--- config.mk ---
export PLATFORM = sky130hd
export DESIGN_NAME = nios_mult_iter_cell
export DESIGN_NICKNAME = d
export VERILOG_FILES = /design/src/rtl/nios_mult_pkg.sv /design/src/rtl/nios_mult_pp_cell.sv /design/src/rtl/nios_mult_iter_cell.sv
export SDC_FILE = /design/constraint.sdc
export NUM_CORES = 1
export LEC_CHECK = 0
export BUFFER_PORTS_ARGS = -buffer_cell sky130_fd_sc_hd__buf_4
export CAP_MARGIN = 20
export CORE_MARGIN = 2
export CORE_UTILIZATION = 62
export CTS_BUF_LIST = sky130_fd_sc_hd__clkbuf_4 sky130_fd_sc_hd__clkbuf_8
export DETAILED_ROUTE_END_ITERATION = 10
export PLACE_DENSITY = 0.84
export SYNTH_ARGS = -nofsm -noshare
export SYNTH_HDL_FRONTEND = slang
export SYNTH_SLANG_ARGS = --single-unit
export TNS_END_PERCENT = 50
--- constraint.sdc ---
create_clock -name clk -period 8.76 [get_ports clk]
set_input_delay 0.876 -clock clk [delete_from_list [all_inputs] [get_ports clk]]
set_output_delay 0.876 -clock clk [all_outputs]
set_load 0.1 [all_outputs]
--- src/rtl/nios_mult_pkg.sv ---
// Shared types and helpers for the iterative Nios II multiplier.
// Holds the FSM state encoding, the default operand geometry and the step-count helper.
// No logic of its own; imported by the multiplier top.
package nios_mult_pkg;

    typedef enum logic [1:0] {
        IDLE = 2'd0,
        RUN  = 2'd1,
        DONE = 2'd2
    } state_t;

    localparam int DEF_WIDTH = 32;
    localparam int DEF_CHUNK = 4;

    // Number of iterations needed to consume a width-bit multiplier chunk bits at a time.
    function automatic int steps(input int width, input int chunk);
        return width / chunk;
    endfunction

endpackage

--- src/rtl/nios_mult_pp_cell.sv ---
// Unsigned WIDTH x CHUNK partial-product generator.
// Latency: purely combinational, zero cycles.
// Backpressure: none; follows its inputs every cycle.
module nios_mult_pp_cell #(
    parameter int WIDTH = 32,
    parameter int CHUNK = 4
) (
    input  logic [WIDTH-1:0]       a,
    input  logic [CHUNK-1:0]       b,
    output logic [WIDTH+CHUNK-1:0] pp
);

    // Both operands zero-extended to the full product width so no bits are lost.
    assign pp = {{CHUNK{1'b0}}, a} * {{WIDTH{1'b0}}, b};

endmodule

--- src/rtl/nios_mult_iter_cell.sv ---
// Iterative multiplier: consumes src_b CHUNK bits per cycle, shift-accumulates partial products.
// Latency: out_valid rises WIDTH/CHUNK edges after the accepting edge; DONE->RUN restarts with no bubble.
// Backpressure: result held in DONE until out_ready; in_ready low in RUN. Macro NIOS_MULT_HIGH_EN adds signed 64-bit product.
module nios_mult_iter_cell
    import nios_mult_pkg::*;
#(
    parameter int WIDTH = DEF_WIDTH,
    parameter int CHUNK = DEF_CHUNK
) (
    input  logic             clk,
    input  logic             reset_n,
    input  logic             flush,
    input  logic             in_valid,
    output logic             in_ready,
    input  logic [WIDTH-1:0] src_a,
    input  logic [WIDTH-1:0] src_b,
    input  logic             sign_a,
    input  logic             sign_b,
    output logic             out_valid,
    input  logic             out_ready,
    output logic [WIDTH-1:0] result_lo,
    output logic [WIDTH-1:0] result_hi,
    output logic             busy
);

    localparam int STEPS  = steps(WIDTH, CHUNK);
    localparam int STEP_W = (STEPS > 1) ? $clog2(STEPS) : 1;
`ifdef NIOS_MULT_HIGH_EN
    localparam int ACC_W  = 2 * WIDTH;
`else
    localparam int ACC_W  = WIDTH;
`endif

    // A chunk that does not tile the operand would leave multiplier bits unprocessed.
    generate
        if ((CHUNK < 1) || (CHUNK > WIDTH) || ((WIDTH % CHUNK) != 0)) begin : g_bad_chunk
            $error("nios_mult_iter_cell: CHUNK must divide WIDTH");
        end
    endgenerate

    state_t             state;
    logic [WIDTH-1:0]   a_q;
    logic [WIDTH-1:0]   b_q;
    logic [ACC_W-1:0]   acc;
    logic [STEP_W-1:0]  step;
    logic [WIDTH-1:0]   res_lo_q;

    logic [CHUNK-1:0]       chunk_b;
    logic [WIDTH+CHUNK-1:0] pp;
    logic [ACC_W-1:0]       pp_sh;
    logic [ACC_W-1:0]       acc_sum;
    logic [ACC_W-1:0]       prod_final;
    logic [WIDTH-1:0]       a_mag;
    logic [WIDTH-1:0]       b_mag;
    logic                   last_step;
    logic                   accept;

    assign in_ready  = (state == IDLE) | ((state == DONE) & out_ready);
    assign accept    = in_valid & in_ready;
    assign last_step = (step == STEP_W'(STEPS - 1));
    assign result_lo = res_lo_q;

    // Current multiplier chunk, selected by the step counter.
    assign chunk_b = b_q[int'(step) * CHUNK +: CHUNK];

    nios_mult_pp_cell #(
        .WIDTH (WIDTH),
        .CHUNK (CHUNK)
    ) u_pp (
        .a  (a_q),
        .b  (chunk_b),
        .pp (pp)
    );

    // Align the partial product to its chunk position; bits beyond the accumulator drop off.
    assign pp_sh   = ACC_W'(pp) << (int'(step) * CHUNK);
    assign acc_sum = acc + pp_sh;

`ifdef NIOS_MULT_HIGH_EN
    logic             neg_q;
    logic [WIDTH-1:0] res_hi_q;
    logic             neg_in;

    // Signed operands are multiplied as magnitudes; the sign is reapplied on the final load.
    assign neg_in     = (sign_a & src_a[WIDTH-1]) ^ (sign_b & src_b[WIDTH-1]);
    assign a_mag      = (sign_a & src_a[WIDTH-1]) ? -src_a : src_a;
    assign b_mag      = (sign_b & src_b[WIDTH-1]) ? -src_b : src_b;
    assign prod_final = neg_q ? -acc_sum : acc_sum;
    assign result_hi  = res_hi_q;

    // Sign flag and upper result word, loaded alongside the operands and the low word.
    always_ff @(posedge clk or negedge reset_n) begin
        if (!reset_n) begin
            neg_q    <= 1'b0;
            res_hi_q <= '0;
        end else if (!flush) begin
            if (accept && (state != RUN)) begin
                neg_q <= neg_in;
            end
            if ((state == RUN) && last_step) begin
                res_hi_q <= prod_final[ACC_W-1:WIDTH];
            end
        end
    end
`else
    logic unused_sign;

    // Low-word-only build: operands are always unsigned, the high word does not exist.
    assign unused_sign = sign_a ^ sign_b;
    assign a_mag       = src_a;
    assign b_mag       = src_b;
    assign prod_final  = acc_sum;
    assign result_hi   = '0;
`endif

    // Main FSM: operand capture, per-step accumulate, result load and output handshake.
    always_ff @(posedge clk or negedge reset_n) begin
        if (!reset_n) begin
            state     <= IDLE;
            a_q       <= '0;
            b_q       <= '0;
            acc       <= '0;
            step      <= '0;
            res_lo_q  <= '0;
            out_valid <= 1'b0;
            busy      <= 1'b0;
        end else if (flush) begin
            // Abort wins over every handshake; the last presented result stays readable.
            state     <= IDLE;
            acc       <= '0;
            step      <= '0;
            out_valid <= 1'b0;
            busy      <= 1'b0;
        end else begin
            case (state)
                IDLE: begin
                    if (accept) begin
                        a_q   <= a_mag;
                        b_q   <= b_mag;
                        acc   <= '0;
                        step  <= '0;
                        state <= RUN;
                        busy  <= 1'b1;
                    end
                end
                RUN: begin
                    acc <= acc_sum;
                    if (last_step) begin
                        step      <= '0;
                        res_lo_q  <= prod_final[WIDTH-1:0];
                        out_valid <= 1'b1;
                        state     <= DONE;
                    end else begin
                        step <= step + 1'b1;
                    end
                end
                DONE: begin
                    if (out_ready) begin
                        out_valid <= 1'b0;
                        if (in_valid) begin
                            a_q   <= a_mag;
                            b_q   <= b_mag;
                            acc   <= '0;
                            step  <= '0;
                            state <= RUN;
                        end else begin
                            state <= IDLE;
                            busy  <= 1'b0;
                        end
                    end
                end
                default: begin
                    state     <= IDLE;
                    out_valid <= 1'b0;
                    busy      <= 1'b0;
                end
            endcase
        end
    end

endmodule

* Word-level counts from Yosys, hierarchy flattened *
Index checks and enable logic that the tools add are counted.

cells by class
  $add $sub $neg = 2
  multiply operators = 1
  eq/ne operators = 13
  shifts and indexed selects = 2
  mux-type cells = 34
  bitwise operators = 4
  reductions and logical operators = 9

operator list
  kind                                                                    count
  32-bit 2-to-1 mux                                                       10
  32-bit case mux with 2 select lines                                     2
  32-bit case mux with 3 select lines                                     1
  32-bit adder                                                            1
  32-bit by 4-bit multiplier with 32-bit output                           1
  32-bit by 6-bit indexed part select with 4-bit output                   1
  32-bit by 5-bit << shifter with 32-bit output                           1
  3-bit 2-to-1 mux                                                        5
  3-bit inequality test (second input constant)                           5
  2-bit inequality test (second input constant)                           5
  3-bit case mux with 3 select lines                                      1
  3-bit AND reduction                                                     3
  1-bit 2-to-1 mux                                                        8
  2-bit 2-to-1 mux                                                        4
  4-bit AND reduction                                                     2
  1-bit case mux with 3 select lines                                      2
  2-bit case mux with 3 select lines                                      1
  5-bit AND reduction                                                     1
  4-bit nonzero test                                                      1
  3-bit by 1-bit adder with 3-bit output (second input constant)          1
  3-bit equality test (second input constant)                             1
  1-bit bitwise AND                                                       2
  2-bit by 1-bit equality test with 1-bit output (second input constant)  1
  2-bit equality test (second input constant)                             1
  4 further kinds                                                         4

word-level totals
  register bits = 135
  bits of input ports = 71
  output and inout bits = 67
  logic and storage cells = 73

* Logic depth before layout (Yosys ltp) *
  depth in word-level cells = 7
  mapped depth = 33
  gate-level depth less buffers = 29

* Cells and area by module *
From an unflattened synthesis, not the netlist that was laid out.

unflattened totals
  cells, all modules = 1360
  area total of the unflattened synthesis = 12474.5 sq um

by module, submodules not included
  module               times used  cells each  area each (sq um)  sequential area each (sq um)
  nios_mult_iter_cell  1           774         8107.8             3378.2
  nios_mult_pp_cell    1           586         4366.7             0.0

* Worst setup path before layout *
OpenSTA, ideal clock, no wires.

  path kind = flip-flop to flip-flop
  start point = register step[0]
  end point = register res_lo_q[30], in the netlist result_lo[30]
  library setup time = 0.125 ns
  arrival = 7.179 ns
  data required time = 8.635 ns
  path slack = 1.456 ns
  cell stages (with the launch flop) = 33
  path buffers = 4
  period minus slack after synthesis = 7.304 ns
  cell sequence = dfrtp_1 > buf_6 > buf_2 > mux4_2 > mux2i_1 > clkbuf_1 > nor2b_1 > fa_1 > inv_1 > fa_1 > inv_1 > ha_1 > nor2b_1 > o21ai_0 > a21bo_2 > a311o_1 > a21boi_0 > a31oi_1 > xnor2_1 > mux2_2 > mux2i_1 > o22ai_1 > ha_1 > clkbuf_1 > a211oi_1 > nand2_1 > o21ai_0 > o21ai_0 > o21a_1 > a221o_1 > o41a_1 > xor2_1 > mux2_2

on the way
  word-level cells in the longest chain between the ends = 4
  elaborated cells on any way between the ends = 6
  classes of those cells = add/sub (1); mul (1); eq/ne (1); shift (2); reduce/logical (1)

RTL lines
  item                                                   line                        RTL
  from (decl)                                            nios_mult_iter_cell.sv:45   logic [STEP_W-1:0] step;
  from (signal assigned)                                 nios_mult_iter_cell.sv:154  step <= step + 1'b1;
  32-bit by 6-bit indexed part select with 4-bit output  nios_mult_iter_cell.sv:64   assign chunk_b = b_q[int'(step) * CHUNK +: CHUNK];
  32-bit by 4-bit multiplier with 32-bit output          nios_mult_pp_cell.sv:14     assign pp = {{CHUNK{1'b0}}, a} * {{WIDTH{1'b0}}, b};
  32-bit by 5-bit << shifter with 32-bit output          nios_mult_iter_cell.sv:76   assign pp_sh = ACC_W'(pp) << (int'(step) * CHUNK);
  32-bit adder                                           nios_mult_iter_cell.sv:77   assign acc_sum = acc + pp_sh;
  to (signal assigned)                                   nios_mult_iter_cell.sv:150  res_lo_q <= prod_final[WIDTH-1:0];
  to (decl)                                              nios_mult_iter_cell.sv:46   logic [WIDTH-1:0] res_lo_q;

Several ways; a longest one is shown, not always the timed one.
A chain may end at the register's enable or synchronous reset.

* Worst setup path after layout *
Ends and elaborated chain as after synthesis.

==> results.cfg <==
[run_status]
status = finished, final reports clean

[global_routing]
track_usage_pct = 29.0
grt_pass1_wl_um = 46800
antenna_found_initial = 0
grt_max_degree = 96
grt_overflow = 0
grt_pass1_vias = 9461

[drt]
ant_nets = 0
vias = 9460
drtIter0Drc = 657
wl_um = 27700
drt-wirelength-per-cell_um = 17.4
via_per_inst = 5.95
drtPass1Iterations = 7
route.detailed.drc = 0

[timing]
rsz0062_at_grt = no
finalHoldViolCount = 0
min_period_over_period_pct = 93.6
slew_violations = 0
period_needed_ns = 8.20
worst_pin_slew_ns = 0.942
tns_ns = 0
setup_viol = 0
fin_skew_ns = 0.0241
fmax_mhz = 122
slew-limit-headroom_pct = 37.0

[min_path]
hp-class = in -> async

[final_layout]
multiInputGateArea_um2 = 7630
layout-drive-gt1-share_pct = 19.3
fillerInstances = 1395
insertedDiodeCount = 0
stdcell_count = 1589
register_area_um2 = 3380
post-route-util_pct = 69.6
final_net_count = 1537
syn_to_final_growth_pct = 10.6

[worst_setup_path]
worstPathMaxFanout = 24
start_kind = register
crit_path_end_kind = register
required_ns = 9.12
cp_data_arrival_time_ns = 8.56
crit_top_cell = o21ai_0
cpMaxStageDelayCell = dfrtp_1
max_stage_delay_ns = 0.58
critical_path_class = reg -> reg

[synthesis]
synth.most_common_cell = dfrtp_1
ys_seq_area_share_pct = 28.8
netlist_top_cells_count = 135 x dfrtp_1, 117 x nand2_1, 111 x inv_1
yosysTopAreaCell = dfrtp_1
ys_async_sr_fraction_pct = 100
synth_edf_count = 0
netlist_top_cells_area = dfrtp_1 29%, fa_1 9.9%, mux2_2 8.5%
syn_area_per_cell_um2 = 9.31
synth-seq-cells = 135
yosysWarnings = 0
synthCells = 1261
synth_top_area_share_pct = 28.8
synth_area_um2 = 11700
synth_ff_type = dfrtp_1
synth.distinct_cells = 76

[clock_tree]
htreeDepth = 4
cts.root.buffer_cell = clkbuf_8
post-cts-setup-buffers = 0
cts_tree = yes
cts_hold_buf = 0
clockBufferDepth = 2
cts_sinks = 135
cts.reportedPaths.clkPinSlew_ns = 0.09
cts_made_buffers = 17
cts_resized = 0
worstSkewPairLatency_ns = 0.48

[die]
dieArea_um2 = 20100
die_h_um = 142
io_pins = 138
fp.dieW_um = 142
core_area_um2 = 18600
start_util_pct = 63.0
rows = 50

[run]
maxCapViolCount = 0

[place]
place.gp.congestion = 0.949
dp_cells = 1557
dp_hpwl_um = 20600
port_buffers = 103
-- registers in the layout, indices dropped and copies added, names as in the netlist --
| name | flops |
|---|---|
| step | 3 |
| result_lo | 32 |
| busy | 1 |
| acc | 32 |
| state | 2 |
| out_valid | 1 |
| a_q | 32 |
| b_q | 32 |
-- placed cells by master (no fill, tap or decap), types with 28 or more instances in the layout --
master	instances
dfrtp_1	135
buf_4	114
inv_1	111
ha_1	66
conb_1	32
nor2_1	61
nand2b_1	28
xnor2_1	36
nand2_1	117
a21o_1	28
a21oi_1	65
nor2b_1	58
o21ai_0	51
a22o_1	32
fa_1	58
mux2_2	89
and2_1	34
-- logic make-up (layout without fill, tap and decap cells) --
| logic type | after synthesis | in the layout | synth area share, % |
|---|---|---|---|
| other cells | 1 | 32 | 0.0319 |
| buf+inv | 199 | 262 | 7.51 |
| simple gates | 365 | 365 | 15.5 |
| mux | 111 | 111 | 11.4 |
| fa+ha+maj | 124 | 124 | 16.9 |
| compound gates | 273 | 273 | 15.9 |
| flops | 135 | 135 | 28.8 |
| xor+xnor | 53 | 53 | 3.95 |
-- critical path: cells and delay by family (launching register included) --
| family | cells | cell delay, ns |
|---|---|---|
| adder cells (fa/ha/maj) | 4 | 1.80 |
| flip-flops | 1 | 0.58 |
| buffers and inverters | 3 | 0.51 |
| AND/OR/NAND/NOR | 3 | 0.28 |
| multiplexers | 5 | 1.65 |
| XOR/XNOR | 2 | 0.49 |
| AO/OA/AOI/OAI | 12 | 2.76 |
-- final cells by class --
type | count | share of cell area (%)
Clock buffer | 17 | 1.80
Clock inverter | 15 | 1.19
Inverter | 115 | 3.32
Multi-Input combinational cell | 958 | 58.7
Sequential cell | 135 | 26.0
Tap cell | 234 | 2.25
Timing Repair Buffer | 115 | 6.68
-- through the flow --
step           setup WS [ns]  hold WS (ns)  area (um2)
6_report               0.565         0.480       13000
5_1_grt                0.184         0.521       13000
4_1_cts                0.602         0.493       13000
3_5_place_dp           0.639         0.466       12600
3_3_place_gp           0.793         0.462       12600
2_1_floorplan           1.46         0.456       11900
-- path summary, 6_finish.rpt --
| path | slack [ns] | depth (start not counted) | endpoint | start |
|---|---|---|---|---|
| min | 0.48 | 1 | b_q[14] | reset_n |
| max in group asynchronous | 7.26 | 2 | acc[28] | reset_n |
| min in group clk | 0.49 | 2 | result_lo[7] | result_lo[7] |
| min reg2reg | 0.49 | 2 | result_lo[7] | result_lo[7] |
| max | 0.56 | 29 | result_lo[30] | step[0] |
| max reg2reg | 0.56 | 29 | result_lo[30] | step[0] |
-- routing by layer --
layer  global-route usage (%)  vias to the layer above  part of all wire (%)
met5                        0                        -                     0
met4                     8.26                        0                   2.2
met3                     6.95                       55                   6.7
met2                     47.8                      293                    47
met1                     38.5                     4660                    44
li1                         -                     4452                     -
Power is not shown: default switching activity piles up to over one toggle a cycle in this logic, so the estimate is an artifact.
